**src/rtl/sntc_ldpc_cword_assembler.sv**
```systemverilog
// Packs a W-bit valid/ready beat stream into one NN-bit codeword held for the LDPC syndrome stage.
// Optional in_last framing check: define SNTC_LDPC_ASM_FRAME_CHK_EN.
module sntc_ldpc_cword_assembler #(
    parameter int NN = 'h000d0,
    parameter int W  = 16,
    localparam int BEATS = (NN + W - 1) / W,
    localparam int CNT_W = $clog2(BEATS + 1)
) (
    input  logic             clk,
    input  logic             rstn,
    input  logic             clr,
    input  logic [W-1:0]     in_data,
    input  logic             in_valid,
    input  logic             in_last,
    output logic             in_ready,
    output logic [NN-1:0]    y_nr_out,
    output logic             y_valid,
    input  logic             y_ready,
    output logic [CNT_W-1:0] beat_cnt,
    output logic             frame_err
);

    typedef enum logic {FILL, FULL} state_t;

    localparam logic [CNT_W-1:0] LAST_BEAT = CNT_W'(BEATS - 1);

    state_t state;
    logic   frame_bad;

    // A full word frees the input side only in the cycle the consumer takes it.
    assign in_ready = (state == FILL) || y_ready;

`ifdef SNTC_LDPC_ASM_FRAME_CHK_EN
    logic is_final;
    // During a handoff the incoming beat is beat 0 of the next word.
    assign is_final  = (state == FULL) ? (BEATS == 1) : (beat_cnt == LAST_BEAT);
    assign frame_bad = (in_last != is_final);
`else
    logic unused_last;
    assign unused_last = in_last;
    assign frame_bad   = 1'b0;
`endif

    // Writes beat k LSB-first; bits past NN on the final beat fall away.
    function automatic logic [NN-1:0] place_beat(input logic [NN-1:0] word,
                                                 input logic [CNT_W-1:0] k,
                                                 input logic [W-1:0] data);
        logic [NN-1:0] w;
        w = word;
        for (int i = 0; i < NN; i++) begin
            if ((i / W) == int'(k)) w[i] = data[i % W];
        end
        return w;
    endfunction

    always_ff @(posedge clk or negedge rstn) begin
        if (!rstn) begin
            state     <= FILL;
            beat_cnt  <= '0;
            y_nr_out  <= '0;
            y_valid   <= 1'b0;
            frame_err <= 1'b0;
        end else if (clr) begin
            state     <= FILL;
            beat_cnt  <= '0;
            y_nr_out  <= '0;
            y_valid   <= 1'b0;
            frame_err <= 1'b0;
        end else begin
            frame_err <= 1'b0;
            if (state == FILL) begin
                if (in_valid) begin
                    if (frame_bad) begin
                        beat_cnt  <= '0;
                        frame_err <= 1'b1;
                    end else begin
                        y_nr_out <= place_beat(y_nr_out, beat_cnt, in_data);
                        if (beat_cnt == LAST_BEAT) begin
                            beat_cnt <= '0;
                            state    <= FULL;
                            y_valid  <= 1'b1;
                        end else begin
                            beat_cnt <= beat_cnt + CNT_W'(1);
                        end
                    end
                end
            end else if (y_ready) begin
                if (in_valid && !frame_bad) begin
                    y_nr_out <= place_beat(y_nr_out, '0, in_data);
                    if (BEATS == 1) begin
                        state   <= FULL;
                        y_valid <= 1'b1;
                    end else begin
                        state    <= FILL;
                        y_valid  <= 1'b0;
                        beat_cnt <= CNT_W'(1);
                    end
                end else begin
                    // Handoff completes; a misframed beat riding on it is dropped.
                    state     <= FILL;
                    y_valid   <= 1'b0;
                    frame_err <= in_valid;
                end
            end
        end
    end

endmodule

```
**config.mk**
```make
export PLATFORM = sky130hd
export DESIGN_NAME = sntc_ldpc_cword_assembler
export DESIGN_NICKNAME = d
export VERILOG_FILES = /design/src/rtl/sntc_ldpc_cword_assembler.sv
export SDC_FILE = /design/constraint.sdc
export NUM_CORES = 1
export LEC_CHECK = 0
export ABC_AREA = 1
export BUFFER_PORTS_ARGS = -buffer_cell sky130_fd_sc_hd__buf_2
export CORE_ASPECT_RATIO = 1.5
export CORE_MARGIN = 2
export CORE_UTILIZATION = 49
export CTS_CLUSTER_SIZE = 28
export DETAILED_ROUTE_END_ITERATION = 10
export GPL_ROUTABILITY_DRIVEN = 1
export PLACE_DENSITY = 0.75
export SLEW_MARGIN = 20
export SYNTH_ARGS = -nofsm -noshare
export SYNTH_HDL_FRONTEND = slang
export SYNTH_SLANG_ARGS = --single-unit
```
**constraint.sdc**
```tcl
create_clock -name clk -period 1.7 [get_ports clk]
set_input_delay 0.34 -clock clk [delete_from_list [all_inputs] [get_ports clk]]
set_output_delay 0.34 -clock clk [all_outputs]
set_load 0.02 [all_outputs]
```
# Yosys cells after proc, flatten, opt, wreduce, memory -nomap -nowiden
# Index checks and enable logic that the tools add are counted.
[classes]
shifts = 0
magnitude_cmp = 0
eq_ne = 16
muxes = 229
n_bitwise = 1
multipliers = 0
div = 0
reduce_logical = 32
addsub = 1
[op_table]
columns = ["op", "n"]
rows = [
  ["$mux 208", 3],
  ["$mux 1", 218],
  ["$reduce_and 5->1", 12],
  ["$reduce_bool 3->1", 15],
  ["$eq 4x4->1 const A", 8],
  ["$mux 16", 2],
  ["$mux 4", 6],
  ["$eq 3x4->1 const A", 3],
  ["$ne 3x3->1 const B", 3],
  ["$reduce_and 3->1", 2],
  ["$add 4x1->4 const B", 1],
  ["$eq 2x4->1 const A", 1],
  ["$eq 4x4->1 const B", 1],
  ["$logic_not 4->1", 1],
  ["$reduce_and 4->1", 1],
  ["$logic_or 1x1->1", 1],
  ["$not 1->1", 1],
]
[word_totals]
input_bits = 22
mem_bits_ro = 0
ramBits = 0
word_cells = 295
latchBits = 0
ff_bits = 214
n_memories = 0
output_inout_bits = 215

# Longest topological paths before layout
# Gate-level depths: netlist of the first run.
[depth]
ltp_word = 5
ltp_mapped = 10
ltp_nobuf = 9

# Least setup slack after synthesis of the first run
# OpenSTA, ideal clock, no wires.
[synth_timing]
path_kind = "reg-to-reg"
from = "register beat_cnt[0]"
to = "register y_nr_out[197]"
setup_slack_ps = -2
t_arrival_ps = 1584
synth_period_minus_slack_ps = 1702
path_buffers = 1
path_stages_with_launch = 11
setup_time_ps = 117
t_required_ps = 1583
cell_sequence = "dfrtp_1 > inv_1 > ha_1 > nand3_1 > nand2_1 > nand2_1 > inv_2 > nand2_1 > buf_4 > nand2_1 > nand2_1"
[synth_via]
elab_chain_len = 3
[synth_rtl]
columns = ["item", "line", "source"]
rows = [
  ["from (decl)", "19", "output logic [CNT_W-1:0] beat_cnt,"],
  ["from (signal assigned)", "83", "beat_cnt <= beat_cnt + CNT_W'(1);"],
  ["$eq 3x4->1", "51", "if ((i / W) == int'(k)) w[i] = data[i % W];"],
  ["$reduce_bool 3->1 (no source line)", "n/a", ""],
  ["$reduce_and 5->1 (no source line)", "n/a", ""],
  ["to (signal assigned)", "77", "y_nr_out <= place_beat(y_nr_out, beat_cnt, in_data);"],
  ["to (signal assigned)", "89", "y_nr_out <= place_beat(y_nr_out, '0, in_data);"],
  ["to (decl)", "16", "output logic [NN-1:0] y_nr_out,"],
]
# Every way passes these cells.
# A chain may end at the register's enable or synchronous reset.

# Final worst setup path of the first run
[layout_timing]
from = "register state"
to = "register y_nr_out[57]"
[layout_via]
elab_chain_len = 2
word_cells_on_any_way = 5
cone_classes = "2 x eq/ne; 3 x reduce/logical"
[layout_rtl]
columns = ["item", "line", "source"]
rows = [
  ["from (decl)", "27", "state_t state;"],
  ["from (signal assigned)", "58", "state <= FILL;"],
  ["from (signal assigned)", "64", "state <= FILL;"],
  ["from (signal assigned)", "80", "state <= FULL;"],
  ["$ne 3x3->1 (no source line) / $reduce_bool 3->1 (equally long branches)", "n/a", ""],
  ["$reduce_and 5->1 (no source line) (*)", "n/a", ""],
]
# Mark *: on every way between the ends. The rest lies on a longest branch, timed or not.

==> results.yml, run 1 <==
route:
  vias: 7635
  drt-total-wl_microns: 25300
  drc_errors: 0
  wl_per_cell_microns: 18.17
  ant_nets: 0
  drt_iter0_markers: 1030
  via_per_inst: 5.485
  firstDrtPassIters: 5
synthesis:
  ys_warn_count: 0
  synth_top_area_share: 0.6256
  postSynthAreaPerCell_sq_um: 9.274
  ys_seq_area_frac: 0.6256
  ys_types: 21
  synth_area_sq_um: 8559
  synthCells: 923
  synthTopCellsByArea: "dfrtp_1 (63%), nand3_1 (13%), nand2_1 (12%)"
  syn-num-nets: 949
  synth_largest_area_cell: "dfrtp_1"
  synth-seq-cells: 214
timing:
  fin_skew_ns: 0.007912
  fin_crit_sh: 0.9385
  max_freq_ghz: 0.6268
  hold_violations: 0
  final_max_slew_viol_count: 0
  worst_pin_slew_ns: 0.5607
  slew_headroom: 0.6253
  finalCriticalPeriod_ns: 1.596
  setup_viol: 0
  fin_tns_setup_ns: 0
  rsz0062_at_grt: "true"
placed_design:
  place_hpwl_microns: 17030
  gp_congestion: 0.8823
  port_buffers: 234
  post-place-cells: 1356
cells_and_area:
  final_cells: 1392
  layout.cells.most_common_list: "nand2_1 (275), buf_2 (233), nand3_1 (215)"
  fillers: 1475
  finish.utilization: 0.6345
  antennaDiodeCount: 0
  drive_gt1_frac: 0.2841
  final_common_cell: "nand2_1"
  fin_nets: 1192
  syn2layout_area_growth_pct: 27.51
worst_setup_path:
  cp_slowest_cell: "dfrtp_1"
  crit_chain: "inv_1 -> nand2_1 -> inv_2 -> nand3_1 -> buf_4 -> nand3_1 -> o21ai_0"
  reg2reg_depth: 7
  critPathLaunchType: "flip-flop"
  endpoint_kind: "flip-flop"
  path_max_fanout: 16
  crit_top_cell: "nand3_1"
  max_stage_delay_ns: 0.43
  critPathArrivalTime_ns: 1.95
  critPathKind: "reg -> reg"
  cp_data_required_time_ns: 2.06
clocking:
  clk_pin_slew_worst_paths_ns: 0.06
  clock_sinks: 214
  clock_latency_ns: 0.49
  h-tree-depth: 1
  postCtsSetupBuffers: 0
  cts_buffer_depth: 3
  cts_made_buffers: 20
  tritoncts: "built"
  cts-root-buf: "clkbuf_16"
floorplan:
  ios: 237
  core_sq_um: 17200
  dieWidth_microns: 111.9
  dieArea_sq_um: 18560
  start_util: 0.4976
  die_h_microns: 165.9
  rows: 59
power_and_ir_drop:
  power_density_nw_per_um2: 1052
  ir_worst_vdd_mv: 0.7704
  p_leak_nw: 6.264
global_route:
  gr-total-overflow: 0
  grt_usage: 0.2671
  antenna_found_initial: 0
  grt_max_degree: 64
  grt_pass1_vias: 7185
  grt_first_pass_wirelength_microns: 39490
run:
  drv_cap: 0
status:
  status: "finished, final reports clean"
worst_hold_path:
  holdCritPathClass: "in -> reg"
  hold-path-cell-count: 4
power breakdown:
| group | internal (W) | switching (W) | total, W |
|---|---|---|---|
| registers | 0.00532 | 0.000139 | 0.00546 |
| logic | 0.000416 | 0.000971 | 0.00139 |
| clock network | 0.00274 | 0.00190 | 0.00464 |
metrics by stage:
step	hold WS, ns	setup WS, ns	power [W]	cell area, sq um
5_1_grt	0.2016	-0.007308	0.01189	10910
4_1_cts	0.1660	0.03194	0.01154	10880
3_3_place_gp	0.2742	0.05299	0.006895	10200
2_1_floorplan	0.04441	0.03236	0.006270	8561
6_report	0.1932	0.1045	0.01148	10910
3_5_place_dp	0.2750	-0.006765	0.006919	10200
synthesized netlist by cell type, drive strengths merged:
cell / number
nand2: 279
nand3b: 1
nand3: 216
o22ai: 1
a21oi: 1
dfrtp: 214
ha: 4
inv: 30
clkbuf: 24
o21ai: 91
xnor2: 1
nor3: 1
xor2: 1
buf: 44
nor2: 14
conb: 1
metal layers:
layer,wire [microns],vias up,track usage
met1,9789,3704,0.3476
li1,-,3513,-
met2,12730,350,0.4506
met5,0,-,0
met4,1058,0,0.1100
met3,1714,68,0.03796
sequential cells by signal, summed over array words and instances (netlist names):
name,count
beat_cnt,4
state,1
y_nr_out,208
y_valid,1
worst max-delay path: cells and delay by family (launching register included):
kind	cells	cell delay [ns]
AO/OA/AOI/OAI	1	0.09
buffers and inverters	3	0.52
AND/OR/NAND/NOR	3	0.43
flip-flops	1	0.43
cell families after synthesis:
group / after synthesis / synth area share
xor+xnor: 2 / 0.002047
simple gates: 511 / 0.2571
compound gates: 93 / 0.05452
fa+ha+maj: 4 / 0.005847
buf+inv: 98 / 0.05438
flops: 214 / 0.6256
other cells: 1 / 0.0004381
cell type report:
cell class / instances / area (sq um) / share of cell area
clock inverter: 5 / 77.57 / 0.007108
timing repair buffer: 289 / 1725 / 0.1581
multi-input combinational: 611 / 2766 / 0.2535
tap: 213 / 266.5 / 0.02442
inverter: 30 / 121.4 / 0.01112
sequential: 214 / 5358 / 0.4909
clock buffer: 30 / 599.3 / 0.05491
repair_timing:
action / CTS / global route
hold endpoints to repair: 43 / 0
pin swaps: 0 / 0
gates resized for setup: 1 / 11
setup endpoints to repair: 8 / 66
hold buffers: 1 / 0
path summary, 6_finish.rpt:
kind / startpoint / to / slack [ns]
max: state / y_nr_out[57] / 0.10
min reg2reg: y_nr_out[199] / y_nr_out[199] / 0.47
min: y_ready / state / 0.19
max in group asynchronous: rstn / y_nr_out[173] / 0.66
max reg2reg: state / y_nr_out[57] / 0.10
min in group asynchronous: rstn / y_nr_out[70] / 0.34
Power figures use the tool's default switching activity.
==> run 2, diff against run 1 <==
--- a/config.mk
+++ b/config.mk
@@ -7,7 +7,7 @@
 export LEC_CHECK = 0
 export ABC_AREA = 1
 export BUFFER_PORTS_ARGS = -buffer_cell sky130_fd_sc_hd__buf_2
-export CORE_ASPECT_RATIO = 1.5
+export CORE_ASPECT_RATIO = 1.75
 export CORE_MARGIN = 2
 export CORE_UTILIZATION = 49
 export CTS_CLUSTER_SIZE = 28
==> results.yml, run 2 (same netlist as run 1, synthesis figures left out) <==
status:
  status: "finished, final reports clean"
clocking:
  clock_sinks: 214
  cts_made_buffers: 20
  h-tree-depth: 1
  postCtsSetupBuffers: 0
  tritoncts: "built"
  cts-root-buf: "clkbuf_16"
  cts_buffer_depth: 3
  clock_latency_ns: 0.49
  clk_pin_slew_worst_paths_ns: 0.07
floorplan:
  die_h_microns: 178.8
  dieWidth_microns: 103.9
  core_sq_um: 17300
  ios: 237
  start_util: 0.4949
  rows: 64
  dieArea_sq_um: 18580
cells_and_area:
  largest_reg_flops: 208
  fillers: 1552
  antennaDiodeCount: 0
  drive_gt1_frac: 0.2836
  final_cells: 1405
  largest-register: "y_nr_out"
  syn2layout_area_growth_pct: 27.44
  final_common_cell: "nand2_1"
  layout.cells.most_common_list: "nand2_1 (273), buf_2 (233), nand3_1 (215)"
  finish.utilization: 0.6306
  fin_nets: 1187
  reg_top3: "y_nr_out: 208 flops, beat_cnt: 4 flops"
route:
  wl_per_cell_microns: 18.25
  via_per_inst: 5.336
  ant_nets: 0
  drt-total-wl_microns: 25650
  vias: 7497
  drc_errors: 0
  firstDrtPassIters: 7
  drt_iter0_markers: 555
worst_hold_path:
  holdCritPathClass: "in -> reg"
timing:
  hold_violations: 0
  fin_ws_ns: 0.09734
  rsz0062_at_grt: "false"
  finalCriticalPeriod_ns: 1.603
  setup_viol: 0
  max_freq_ghz: 0.6240
  slew_headroom: 0.5942
  fin_crit_sh: 0.9427
  worst_pin_slew_ns: 0.6072
  fin_skew_ns: 0.01175
  final_max_slew_viol_count: 0
  fin_tns_setup_ns: 0
power_and_ir_drop:
  fin_total_pwr_w: 0.01125
  power.clock.fraction: 0.393
  power_density_nw_per_um2: 1031
  p_int_w: 0.008246
  combinationalPowerShare: 0.122
  p_leak_nw: 6.274
  ir_worst_vdd_mv: 0.8658
  switching_share: 0.2669
  sequentialPowerShare: 0.486
  p_sw_w: 0.003002
global_route:
  grt_usage: 0.2705
  antenna_found_initial: 0
  grt_max_degree: 52
  gr-total-overflow: 0
  grt_first_pass_wirelength_microns: 39350
  grt_pass1_vias: 7088
placed_design:
  port_buffers: 234
  gp_congestion: 0.8763
  preCtsSetupSlack_ns: 0.04452
  post-place-cells: 1369
  place_hpwl_microns: 17380
worst_setup_path:
  critPathArrivalTime_ns: 1.26
  critPathKind: "reg -> out"
  critPathLaunchType: "flip-flop"
  path_max_fanout: 4
  cp_data_required_time_ns: 1.36
  endpoint_kind: "primary output"
run:
  drv_cap: 0
run 2: changes by cell type in the layout (fill, tap and decap cells not counted), sizes merged:
cell and delta:
buf -5, clkinv +4, bufinv -2, clkinvlp -2
inv +1, clkbuf -1
run 2: path summary, 6_finish.rpt:
path | start | end | slack, ns | cells past startpoint
worst max register to register | beat_cnt[1] | y_nr_out[74] | 0.11 | 8
min in group asynchronous | rstn | y_nr_out[63] | 0.35 | 2
worst min register to register | y_nr_out[201] | y_nr_out[201] | 0.47 | 2
worst min-delay path | in_data[11] | y_nr_out[43] | 0.18 | 5
worst max-delay path | beat_cnt[3] | beat_cnt[3] | 0.1 | 2
max in group asynchronous | rstn | y_nr_out[4] | 0.74 | 3
run 2: worst max-delay path, cell delays in order, from the launching register on:
cell	delay, ns
dfrtp_1	0.44
buf_4	0.17
buf_2	0.17
run 2: cell type report:
| class | count | area, sq um | area share |
|---|---|---|---|
| Clock buffer | 29 | 615.6 | 0.05643 |
| Tap cell | 231 | 289.0 | 0.02650 |
| Sequential cell | 214 | 5358 | 0.4912 |
| Timing Repair Buffer | 284 | 1725 | 0.1582 |
| Multi-Input combinational cell | 611 | 2761 | 0.2532 |
| Clock inverter | 6 | 41.29 | 0.003785 |
| Inverter | 30 | 117.6 | 0.01078 |
run 2: layer usage:
layer | wire length (microns) | global-route usage | up-vias
met1 | 9724 | 0.3333 | 3624
met2 | 13380 | 0.4775 | 318
met3 | 1589 | 0.04071 | 57
met5 | 0 | 0 | -
met4 | 956 | 0.1120 | 0
li1 | - | - | 3498
run 2: stage by stage:
stage	hold slack [ns]	area [sq um]
after CTS	0.1752	10890
after global routing	0.2045	10910
after detailed placement	0.2759	10220
final	0.1840	10910
after global placement	0.2727	10220
after floorplan	0.04441	8561
run 2: repair_timing:
item,in CTS,in global routing
hold endpoints to repair,39,0
resized for setup,0,10
setup endpoints to repair,0,87
hold buffers,1,0
run 2: power by group through the flow:
stage	clock network (W)	registers (W)	logic (W)
floorplan	0	0.00582	0.000453
global placement	0	0.00555	0.00134
detailed placement	0	0.00555	0.00137
CTS	0.00450	0.00546	0.00137
global route	0.00469	0.00548	0.00149
finish	0.00442	0.00546	0.00137
==> run 3, diff against run 2 <==
--- a/config.mk
+++ b/config.mk
@@ -8,8 +8,7 @@
 export ABC_AREA = 1
 export BUFFER_PORTS_ARGS = -buffer_cell sky130_fd_sc_hd__buf_2
 export CORE_ASPECT_RATIO = 1.75
-export CORE_MARGIN = 2
-export CORE_UTILIZATION = 49
+export CORE_UTILIZATION = 47
 export CTS_CLUSTER_SIZE = 28
 export DETAILED_ROUTE_END_ITERATION = 10
 export GPL_ROUTABILITY_DRIVEN = 1
==> constraint.sdc (replaced) <==
create_clock -name clk -period 1.4 [get_ports clk]
set_input_delay 0.28 -clock clk [delete_from_list [all_inputs] [get_ports clk]]
set_output_delay 0.28 -clock clk [all_outputs]
set_load 0.02 [all_outputs]
==> results.yml, run 3 (same netlist as run 1, synthesis figures left out) <==
status:
  status: "finished, violations left"
  violations: "setup timing"
placed_design:
  port_buffers: 234
  place_area_sq_um: 10530
  place_hpwl_microns: 17790
  gp_congestion: 0.8839
  preCtsSetupSlack_ns: -0.1785
floorplan:
  rows: 65
  dieArea_sq_um: 18780
  ios: 237
  die_h_microns: 180.5
  dieWidth_microns: 104.0
  core_sq_um: 17890
  start_util: 0.4784
worst_setup_path:
  worstSetupPathDepth: 3
  r2r_end: "y_nr_out[190]"
  cp_data_required_time_ns: 1.12
  cp_slowest_cell: "dfrtp_1"
  ff2ff_setup_slack_ns: -0.08
  crit_top_cell: "buf_6"
  path_max_fanout: 2
  r2r-start: "beat_cnt[3]"
  critPathArrivalTime_ns: 1.24
  max_stage_delay_ns: 0.42
  crit_buf_inv: 2
  endpoint_kind: "primary output"
  crit_chain: "buf_6 -> nand2_4 -> buf_6"
  cp_top_family: "flip-flops"
  critPathKind: "reg -> out"
  critPathLaunchType: "flip-flop"
  reg2reg_depth: 7
global_route:
  grt_pass1_vias: 7673
  gr-total-overflow: 0
  grt_usage: 0.2875
  antenna_found_initial: 0
  grt_first_pass_wirelength_microns: 42210
  grt_max_degree: 92
route:
  drt_iter0_markers: 629
  drc_errors: 0
  wl_per_cell_microns: 19.59
  ant_nets: 0
  via_per_inst: 5.559
  firstDrtPassIters: 7
  drt-total-wl_microns: 28540
  vias: 8099
clocking:
  clock_sinks: 214
  cts-root-buf: "clkbuf_16"
  clk_pin_slew_worst_paths_ns: 0.07
  clock_latency_ns: 0.50
  cts_made_buffers: 20
  cts_buffer_depth: 3
  h-tree-depth: 1
  tritoncts: "built"
timing:
  max_freq_ghz: 0.6574
  fin_skew_ns: 0.01483
  rsz0062_at_grt: "true"
  whs_ns: 0.1966
  setup_viol: 102
  fin_tns_setup_ns: -4.764
  fin_ws_ns: -0.1212
  fin_crit_sh: 1.087
  hold_violations: 0
  finalCriticalPeriod_ns: 1.521
  final_max_slew_viol_count: 0
cells_and_area:
  largest-register: "y_nr_out"
  syn2layout_area_growth_pct: 45.78
  drive_gt1_frac: 0.4064
  seq_area_sq_um: 5360
  final_common_cell: "nand2_1"
  design_area_sq_um: 12480
  layout.cells.most_common_list: "nand2_1 (255), buf_2 (229), dfrtp_1 (210)"
  fin_nets: 1235
  reg_top3: "y_nr_out: 208 flops, beat_cnt: 4 flops"
  largest_reg_flops: 208
  fillers: 1345
  multi_input_area_sq_um: 3476
  antennaDiodeCount: 0
power_and_ir_drop:
  power_density_nw_per_um2: 1141
  p_leak_nw: 6.762
  p_sw_w: 0.003952
  p_int_w: 0.01029
  fin_total_pwr_w: 0.01424
  ir_worst_vdd_mv: 0.7875
  switching_share: 0.2776
  sequentialPowerShare: 0.467
  combinationalPowerShare: 0.151
  power.clock.fraction: 0.381
run:
  drv_cap: 0
worst_hold_path:
  holdCritPathClass: "in -> reg"
  min_to: "y_nr_out[123]"
  hold-path-cell-count: 3
  min-delay-start: "in_data[11]"
-- run 3: cell count changes in the layout (fill, tap and decap cells not counted), moves of 8 or more --
cell / change
buf_6: +20
o21ai_0: -22
o21ai_1: +16
nand3_2: +68
nand3_1: -76
nand2_1: -18
nand3_4: +8
nand2_4: +11
buf_12: +18
inv_1: -8
-- run 3: area by class of cell --
cell class	instances	area share
timing repair buffer	329	0.2032
clock buffer	31	0.04983
sequential	214	0.4296
inverter	30	0.01213
multi-input combinational	614	0.2786
clock inverter	5	0.003209
tap	234	0.02346
-- run 3: how the worst max path moves through the flow --
| stage | slack, ns | endpoint | start |
|---|---|---|---|
| 2_1_floorplan | -0.07 | y_nr_out[197] | beat_cnt[0] |
| 3_3_place_gp | -0.12 | y_nr_out[55] | beat_cnt[0] |
| 3_5_place_dp | -0.18 | y_nr_out[122] | state |
| 4_1_cts | -0.09 | beat_cnt[2] | beat_cnt[2] |
| 5_1_grt | -0.14 | y_nr_out[190] | beat_cnt[3] |
| 6_report | -0.12 | in_ready | state |
-- run 3: worst reg2reg max path: cells and delay by family, from the launching register on --
family	cells	cell delay, ns
AO/OA/AOI/OAI	1	0.08
buffers and inverters	3	0.41
flip-flops	1	0.48
AND/OR/NAND/NOR	3	0.42
-- run 3: metrics by stage --
| step | std cells | util |
|---|---|---|
| after detailed placement | 1392 | 0.5887 |
| final | 1457 | 0.6974 |
| after global placement | 1392 | 0.5887 |
| after floorplan | 923 | - |
| after CTS | 1442 | 0.6539 |
| after global routing | 1457 | 0.6974 |
-- run 3: timing repair --
| action | 4_1_cts | 5_1_grt |
|---|---|---|
| hold buffers | 1 | 0 |
| pin swaps | 11 | 53 |
| resized for setup | 88 | 148 |
| endpoints found under the setup margin | 185 | 213 |
| cloned | 6 | 6 |
| setup buffers | 7 | 12 |
| hold endpoints to repair | 206 | 0 |
-- run 3: power by group through the flow --
stage	logic (W)	clock network, W	registers (W)
detailed placement	0.00178	0	0.00674
global route	0.00229	0.00574	0.00667
floorplan	0.000568	0	0.00706
global placement	0.00175	0	0.00674
CTS	0.00195	0.00547	0.00663
finish	0.00216	0.00543	0.00665
-- run 3: routing by layer --
metal | wire, microns | share of wire | vias to the layer above | GRT usage
met5 | 0 | 0 | - | 0
met1 | 10420 | 0.37 | 4017 | 0.3446
met3 | 1656 | 0.058 | 102 | 0.03472
li1 | - | - | 3618 | -
met4 | 1356 | 0.048 | 0 | 0.1446
met2 | 15110 | 0.53 | 362 | 0.5072
